==> config.mk <==
export PLATFORM = sky130hd
export DESIGN_NAME = seg_scan_display
export DESIGN_NICKNAME = d
export VERILOG_FILES = /design/src/rtl/seg_scan_display.sv
export SDC_FILE = /design/constraint.sdc
export NUM_CORES = 1
export LEC_CHECK = 0
export ABC_AREA = 1
export CAP_MARGIN = 20
export CORE_MARGIN = 5
export CORE_UTILIZATION = 47
export CTS_BUF_LIST = sky130_fd_sc_hd__clkbuf_4 sky130_fd_sc_hd__clkbuf_8 sky130_fd_sc_hd__clkbuf_16
export DETAILED_ROUTE_END_ITERATION = 12
export PLACE_DENSITY = 0.72
export SETUP_SLACK_MARGIN = 0.3
export SYNTH_ARGS = -nofsm -noshare
export SYNTH_HDL_FRONTEND = slang
export SYNTH_SLANG_ARGS = --single-unit
==> constraint.sdc <==
create_clock -name clk_g -period 5.8 [get_ports clk_g]
set_input_delay 1.45 -clock clk_g [delete_from_list [all_inputs] [get_ports clk_g]]
set_output_delay 1.45 -clock clk_g [all_outputs]
set_load 0.1 [all_outputs]
==> src/rtl/seg_scan_display.sv <==
// Time-multiplexed driver for a bank of common-anode seven-segment digits.
// Shows a load-latched hex value, or "Err or", with per-digit decimal points,
// optional leading-zero blanking and optional whole-display blinking.
// All enables and segments are active-low.
module seg_scan_display #(
  parameter int DIGITS      = 8,
  parameter int SCAN_CYCLES = 10000,
  parameter int BLINK_SCANS = 50
) (
  input  logic                  clk_g,
  input  logic                  rst,
  input  logic                  load,
  input  logic [4*DIGITS-1:0]   value,
  input  logic [DIGITS-1:0]     dp_in,
  input  logic                  error,
  input  logic                  blank_lz,
  input  logic                  blink_en,
  output logic [DIGITS-1:0]     led_en,
  output logic [6:0]            led_seg,
  output logic                  led_dp
);

  localparam int CNT_W = $clog2(SCAN_CYCLES);
  localparam int PTR_W = $clog2(DIGITS);
  localparam int FRM_W = (BLINK_SCANS > 1) ? $clog2(BLINK_SCANS) : 1;

  localparam logic [CNT_W-1:0] CNT_LAST = CNT_W'(SCAN_CYCLES - 1);
  localparam logic [PTR_W-1:0] PTR_TOP  = PTR_W'(DIGITS - 1);
  localparam logic [FRM_W-1:0] FRM_LAST = FRM_W'(BLINK_SCANS - 1);

  logic [4*DIGITS-1:0] value_q;
  logic [DIGITS-1:0]   dp_q;
  logic [CNT_W-1:0]    cnt_q, cnt_d;
  logic [PTR_W-1:0]    ptr_q, ptr_d;
  logic [FRM_W-1:0]    frm_q, frm_d;
  logic                phase_off_q, phase_off_d;
  logic [DIGITS-1:0]   en_q, en_d;
  logic [6:0]          seg_q, seg_d;
  logic                ldp_q, ldp_d;
  logic                boundary;
  logic [4*DIGITS-1:0] upper;
  logic [3:0]          nib;
  logic                lz_blank;

  // Hex nibble to active-low {g,f,e,d,c,b,a}.
  function automatic logic [6:0] hex_seg(input logic [3:0] n);
    case (n)
      4'h0: hex_seg = 7'b1000000;
      4'h1: hex_seg = 7'b1111001;
      4'h2: hex_seg = 7'b0100100;
      4'h3: hex_seg = 7'b0110000;
      4'h4: hex_seg = 7'b0011001;
      4'h5: hex_seg = 7'b0010010;
      4'h6: hex_seg = 7'b0000010;
      4'h7: hex_seg = 7'b1111000;
      4'h8: hex_seg = 7'b0000000;
      4'h9: hex_seg = 7'b0011000;
      4'hA: hex_seg = 7'b0001000;
      4'hB: hex_seg = 7'b0000011;
      4'hC: hex_seg = 7'b0100111;
      4'hD: hex_seg = 7'b0100001;
      4'hE: hex_seg = 7'b0000110;
      default: hex_seg = 7'b0001110;
    endcase
  endfunction

  // "Err or" occupies digits 4..0; anything above is blank.
  function automatic logic [6:0] err_seg(input logic [PTR_W-1:0] d);
    if (d == PTR_W'(4))      err_seg = 7'b0000110;
    else if (d == PTR_W'(3)) err_seg = 7'b0101111;
    else if (d == PTR_W'(2)) err_seg = 7'b0101111;
    else if (d == PTR_W'(1)) err_seg = 7'b0100011;
    else if (d == PTR_W'(0)) err_seg = 7'b0101111;
    else                     err_seg = 7'b1111111;
  endfunction

  // Next state of the slot counter, digit pointer and blink frame/phase.
  always_comb begin
    boundary    = (cnt_q == CNT_LAST);
    cnt_d       = boundary ? '0 : cnt_q + CNT_W'(1);
    ptr_d       = ptr_q;
    frm_d       = frm_q;
    phase_off_d = phase_off_q;
    if (boundary) ptr_d = (ptr_q == '0) ? PTR_TOP : ptr_q - PTR_W'(1);
    if (!blink_en) begin
      frm_d       = '0;
      phase_off_d = 1'b0;
    end else if (boundary && ptr_q == '0) begin
      // Frame ends on the digit-0 slot; phase flips after the last frame.
      if (frm_q == FRM_LAST) begin
        frm_d       = '0;
        phase_off_d = ~phase_off_q;
      end else begin
        frm_d = frm_q + FRM_W'(1);
      end
    end
  end

  // Decode the digit named by ptr_q; applied to the outputs at a boundary.
  always_comb begin
    upper    = value_q >> {ptr_q, 2'b00};
    nib      = value_q[{ptr_q, 2'b00} +: 4];
    lz_blank = blank_lz && (ptr_q != '0) && (upper == '0);
    en_d     = '1;
    seg_d    = 7'b1111111;
    ldp_d    = 1'b1;
    if (error) begin
      seg_d = err_seg(ptr_q);
    end else if (!lz_blank) begin
      seg_d = hex_seg(nib);
      ldp_d = ~dp_q[ptr_q];
    end
    // Phase is treated as "on" whenever blinking is disabled at this edge.
    if (!(blink_en && phase_off_q)) en_d[ptr_q] = 1'b0;
  end

  // Value and decimal-point latch, captured on load.
  always_ff @(posedge clk_g or posedge rst) begin
    if (rst) begin
      value_q <= '0;
      dp_q    <= '0;
    end else if (load) begin
      value_q <= value;
      dp_q    <= dp_in;
    end
  end

  // Scan and blink state registers.
  always_ff @(posedge clk_g or posedge rst) begin
    if (rst) begin
      cnt_q       <= '0;
      ptr_q       <= PTR_TOP;
      frm_q       <= '0;
      phase_off_q <= 1'b0;
    end else begin
      cnt_q       <= cnt_d;
      ptr_q       <= ptr_d;
      frm_q       <= frm_d;
      phase_off_q <= phase_off_d;
    end
  end

  // Output registers, updated only at slot boundaries.
  always_ff @(posedge clk_g or posedge rst) begin
    if (rst) begin
      en_q  <= '1;
      seg_q <= 7'b1111111;
      ldp_q <= 1'b1;
    end else if (boundary) begin
      en_q  <= en_d;
      seg_q <= seg_d;
      ldp_q <= ldp_d;
    end
  end

  assign led_en  = en_q;
  assign led_seg = seg_q;
  assign led_dp  = ldp_q;

endmodule

==> After elaboration in Yosys (flattened, before gate mapping) <==
Memories as Yosys holds them, arrays and structs flattened.
Index checks and enable logic that the tools add are counted.
{ "totals": {"register_bits": 80, "mem_bits_ro": 112, "in_bits": 46, "out_inout_bits": 16, "wordCells": 59, "memories": 1} }
{ "mem_list": {"columns": ["memory", "words", "width", "rd", "rd_clocked_by_memory_dff", "write_ports", "line_no", "source"], "rows": [
  ["(no name shown)", 16, 7, 1, 0, 0, "47", "case (n)"]
]} }
{ "op_classes": {"addsub": 3, "n_lt_le_gt_ge": 2, "eq_ne": 8, "shift": 2, "mux": 22, "bitwise_logic": 3, "n_reduce_logical": 9} }
{ "ops": {"columns": ["op", "count"], "rows": [
  ["$mux W7", 7],
  ["$logic_not A32 Y1", 1],
  ["$shiftx A32 B6 Y4", 1],
  ["$shr A32 B5 Y32", 1],
  ["$mux W6", 3],
  ["$add A14 B1 Y14 const B", 1],
  ["$eq A14 B14 Y1 const B", 1],
  ["$mux W14", 1],
  ["$mux W8", 1],
  ["$not A8 Y8", 1],
  ["$mux W1", 7],
  ["$add A6 B1 Y6 const B", 1],
  ["$eq A3 B2 Y1 const B", 2],
  ["$eq A6 B6 Y1 const B", 1],
  ["$logic_and A1 B1 Y1", 5],
  ["$lt A3 B4 Y1 const B", 1],
  ["$ne A2 B1 Y1 const B", 2],
  ["$bmux W1 S3", 1],
  ["$demux W1 S3", 1],
  ["$eq A3 B1 Y1 const B", 1],
  ["$eq A3 B3 Y1 const B", 1],
  ["$ge A3 B1 Y1 const B", 1],
  ["$logic_not A3 Y1", 1],
  ["$mux W3", 1],
  ["other kinds (4)", 5]
]} }

==> Logic depth before layout (Yosys ltp) <==
{ "depth": {"depth_word": 7, "mapped_depth": 18, "depth_no_buf": 17} }

==> Worst setup path after synthesis <==
OpenSTA, ideal clock, no wires.
{ "synth_timing": {"path_type": "register to register", "start": "reg ptr_q[0]", "end": "reg seg_q[6] (netlist: led_seg[6])", "setup_time_ns": 0.073, "arrival_ns": 2.231, "required_ns": 5.727, "slack_ns": 3.496, "path_stages_with_launch": 19, "n_path_buf": 1, "synth_period_minus_slack_ns": 2.304, "path_cell_list": "dfstp_2 -> inv_2 -> buf_2 -> nand2_1 -> nand3_1 -> nand2_1 -> nor2_1 -> nor2_2 -> ha_1 -> nand2_1 -> nor2_1 -> nand2_1 -> nor2_1 -> nand2_1 -> nor2_2 -> nand2_4 -> nand2_1 -> nand2_1 -> a21oi_1"} }
{ "synth_via": {"elab_chain_cells": 7, "elab_cells_between_ends": 19, "classes_between": "eq/ne (4); shift (2); mux (7); reduce/logical (5); memory (1)"} }
{ "synth_rtl": {"columns": ["item", "line_no", "source"], "rows": [
  ["start, declared", "34", "logic [PTR_W-1:0] ptr_q, ptr_d;"],
  ["start signal, assigned", "137", "ptr_q <= ptr_d;"],
  ["branches (longest 6 deep; another with $mem_v2 Z16 W7)", null, null],
  ["$mux W7 *", "107", "if (error) begin"],
  ["end signal, assigned", "151", "seg_q <= seg_d;"],
  ["end, declared", "38", "logic [6:0] seg_q, seg_d;"]
]} }
Every way passes the cells marked *.
A chain may end at the register's enable or synchronous reset.

==> Worst setup path after layout <==
{ "layout_timing": {"start": "reg seg_q[6] (netlist: led_seg[6])", "end": "out led_seg[6]"} }
{ "layout_lines": {"columns": ["item", "line_no", "source"], "rows": [
  ["end, declared", "19", "output logic [6:0] led_seg,"]
]} }
No word-level cell between the ends.

==> reports/qor.csv <==
metric,value,unit
cell taking the most area after synthesis,dfrtp_1,
routed wire length per instance,13.00,um
Iteration-0 DRC Markers,250,
Setup crit start,led_seg[6]$_DFFE_PP1N_,
clock latency on the worst-skew pair,360,ps
first-pass GRT wire length,17810,um
CTS Sinks,80,
worst-margin pin slew,968.2,ps
final hold violations,0,
synth unique cells,35,
gpl congestion,0.9116,
area of the die,11760,um2
CTS tree,built,
"top cells by area, synth","dfrtp_1, nand2_1, dfstp_2",
crit path to,led_seg[6],
post-CTS setup buffers,0,
area grow syn2layout,19.66,%
Syn Area/Cell,7.682,um2
endpoints failing setup,0,
RSZ-0062 raised after global routing,false,
pin count of the biggest net entering global routing,68,
sequential element share of the synthesized area,44.47,%
layout cell share with drive strength beyond 1,11.60,%
Yosys reg bits,80,
# port buffers,61,
critical-path cell list,clkdlybuf4s50_1,
PnR Total Power,1.212,mW
n_diodes,0,
max_slew headroom,35.25,%
Root Driver,clkbuf_8,
Clock transition at path regs,90,ps
Max Buffers Root-to-Sink,2,
P_leak,2.652,nW
Synth Warn #,0,
Worst Path Buf+Inv,1,
clock skew after layout,8.103,ps
total track usage,18.99,%
Routed Antenna Nets,0,
FMAX,287.4,MHz
PwrDens,222.4,nW/um2
Tmin final,3479,ps
cts hold-fix bufs,0,
delay of the slowest critical-path stage,1120,ps
Core Rows,36,
initial core utilization,47.48,%
num ports,62,
core footprint,9594,um2
worst r2r src,ptr_q[0]$_DFFE_PP1N_,
reg2reg path depth,17,
Startpoint Class,register,
Slowest cell on crit path,clkdlybuf4s50_1,
Max VDD drop,0.1083,mV
Netlist Area Pre-Place,4556,um2
worst r2r dst,led_seg[4]$_DFFE_PP1N_,
die height,108.5,um
total number of vias,3971,
CP top delay family,buffers and inverters,
fin crit share,59.99,%
Max Cap Viol,0,
GR Overflow Total,0,
chip width,108.5,um
vias in the first global route,4044,
CTS Buf Count,9,
WP data arrival,2030,ps
H-Tree Depth,3,
Crit. End Element,output port,
Final Slew Violations,0,
final HPWL from detailed placement,7708,um
post-route setup TNS,0,ps
post-CTS resize count,0,
CP max FO,2,
share of Yosys cell area claimed by the top area cell type,33.51,%
critical path depth,1,
Mapped Nets,652,
outcome,"finished, final reports clean",
drt pass-1 iters,5,
WS Path Type,register to output port,
drt drc,0,
Routed WL,10250,um
routed vias/inst,5.039,
Required @ worst endpoint,4350,ps
initial antenna violation count,0,
Post-Syn Instances,593,
FF-to-FF setup slack,2710,ps
HP Class,register to register,
nets,709,
cell type report:
type	instances	area, um2
clock inverter	5	56.30
timing repair buffer	63	640.6
clock buffer	11	138.9
fill	907	4143
inverter	78	292.8
tap	133	166.4
multi-input combinational	418	2131
sequential	80	2026
cell families after synthesis:
| group | synth area share [%] |
|---|---|
| AND/OR/NAND/NOR | 29.39 |
| AO/OA/AOI/OAI | 9.640 |
| adder cells (fa/ha/maj) | 3.571 |
| XOR/XNOR | 0.9612 |
| flip-flops | 44.47 |
| multiplexers | 3.213 |
| buffers and inverters | 8.761 |
state kept, by name, summed over array words and instances (netlist names):
| register | cells |
|---|---|
| led_dp | 1 |
| cnt_q | 14 |
| led_seg | 7 |
| dp_q | 8 |
| frm_q | 6 |
| led_en | 8 |
| phase_off_q | 1 |
| value_q | 32 |
| ptr_q | 3 |
where the power goes:
part           internal (mW)  switching [mW]  leakage, nW
Sequential             0.589          0.0167        0.955
Combinational         0.0768           0.110         1.60
Clock                  0.209           0.211        0.101
Total                  0.874           0.338         2.65
cell usage after synthesis, drive strengths merged:
cell	instances
o211ai	1
buf	9
nand3b	1
or2	2
o21ai	55
nand3	53
nand2	159
and2	1
nor4	4
a21oi	26
dfrtp	61
nor2	71
nand4	8
a31oi	1
o2111ai	1
dfstp	19
ha	13
o31ai	1
mux2	13
clkbuf	8
inv	78
nor3	3
xor2	5
layout by cell type (no fill, tap or decap), types with 3 or more instances in the layout:
cell type and instances:
xor2_1 5, dfrtp_1 61, nand2_2 4, inv_1 73, ha_1 13, nand4_1 8, clkbuf_8 9, o21ai_0 54
nor3_1 3, nand3_1 52, dfstp_2 19, a21oi_1 25, nor2_1 61, nor4_1 4, nor2_4 5, clkdlybuf4s50_1 60
mux2_2 13, nand2_1 153, nor2_2 4, inv_2 5
metrics by stage:
step	util, %	cells	hold slack [ps]	cell area (um2)	worst slack, ps
after CTS	56.53	787	472.0	5424	2302
after global routing	56.82	788	488.4	5451	2273
after floorplan	-	593	432.9	4556	2330
final	56.82	788	466.8	5451	2321
after global placement	54.50	771	446.8	5229	2715
after detailed placement	54.50	771	460.3	5229	2703
per-layer routing:
metal / vias up / wire (um) / GRT usage (%)
met5: - / 0 / 0
met4: 0 / 310 / 8.476
met3: 30 / 414 / 3.403
met2: 103 / 5014 / 31.86
met1: 1829 / 4508 / 23.90
li1: 2009 / - / -
worst min-delay path by stage:
stage,from,end,slack [ps],cells past startpoint
floorplan,cnt_q[0]$_DFF_PP0_,cnt_q[0]$_DFF_PP0_,430,1
global placement,cnt_q[0]$_DFF_PP0_,cnt_q[0]$_DFF_PP0_,450,1
detailed placement,cnt_q[0]$_DFF_PP0_,cnt_q[0]$_DFF_PP0_,460,1
CTS,cnt_q[0]$_DFF_PP0_,cnt_q[0]$_DFF_PP0_,470,1
global route,cnt_q[0]$_DFF_PP0_,cnt_q[0]$_DFF_PP0_,490,1
finish,cnt_q[0]$_DFF_PP0_,cnt_q[0]$_DFF_PP0_,470,1
(Power assumes the default switching activity.)
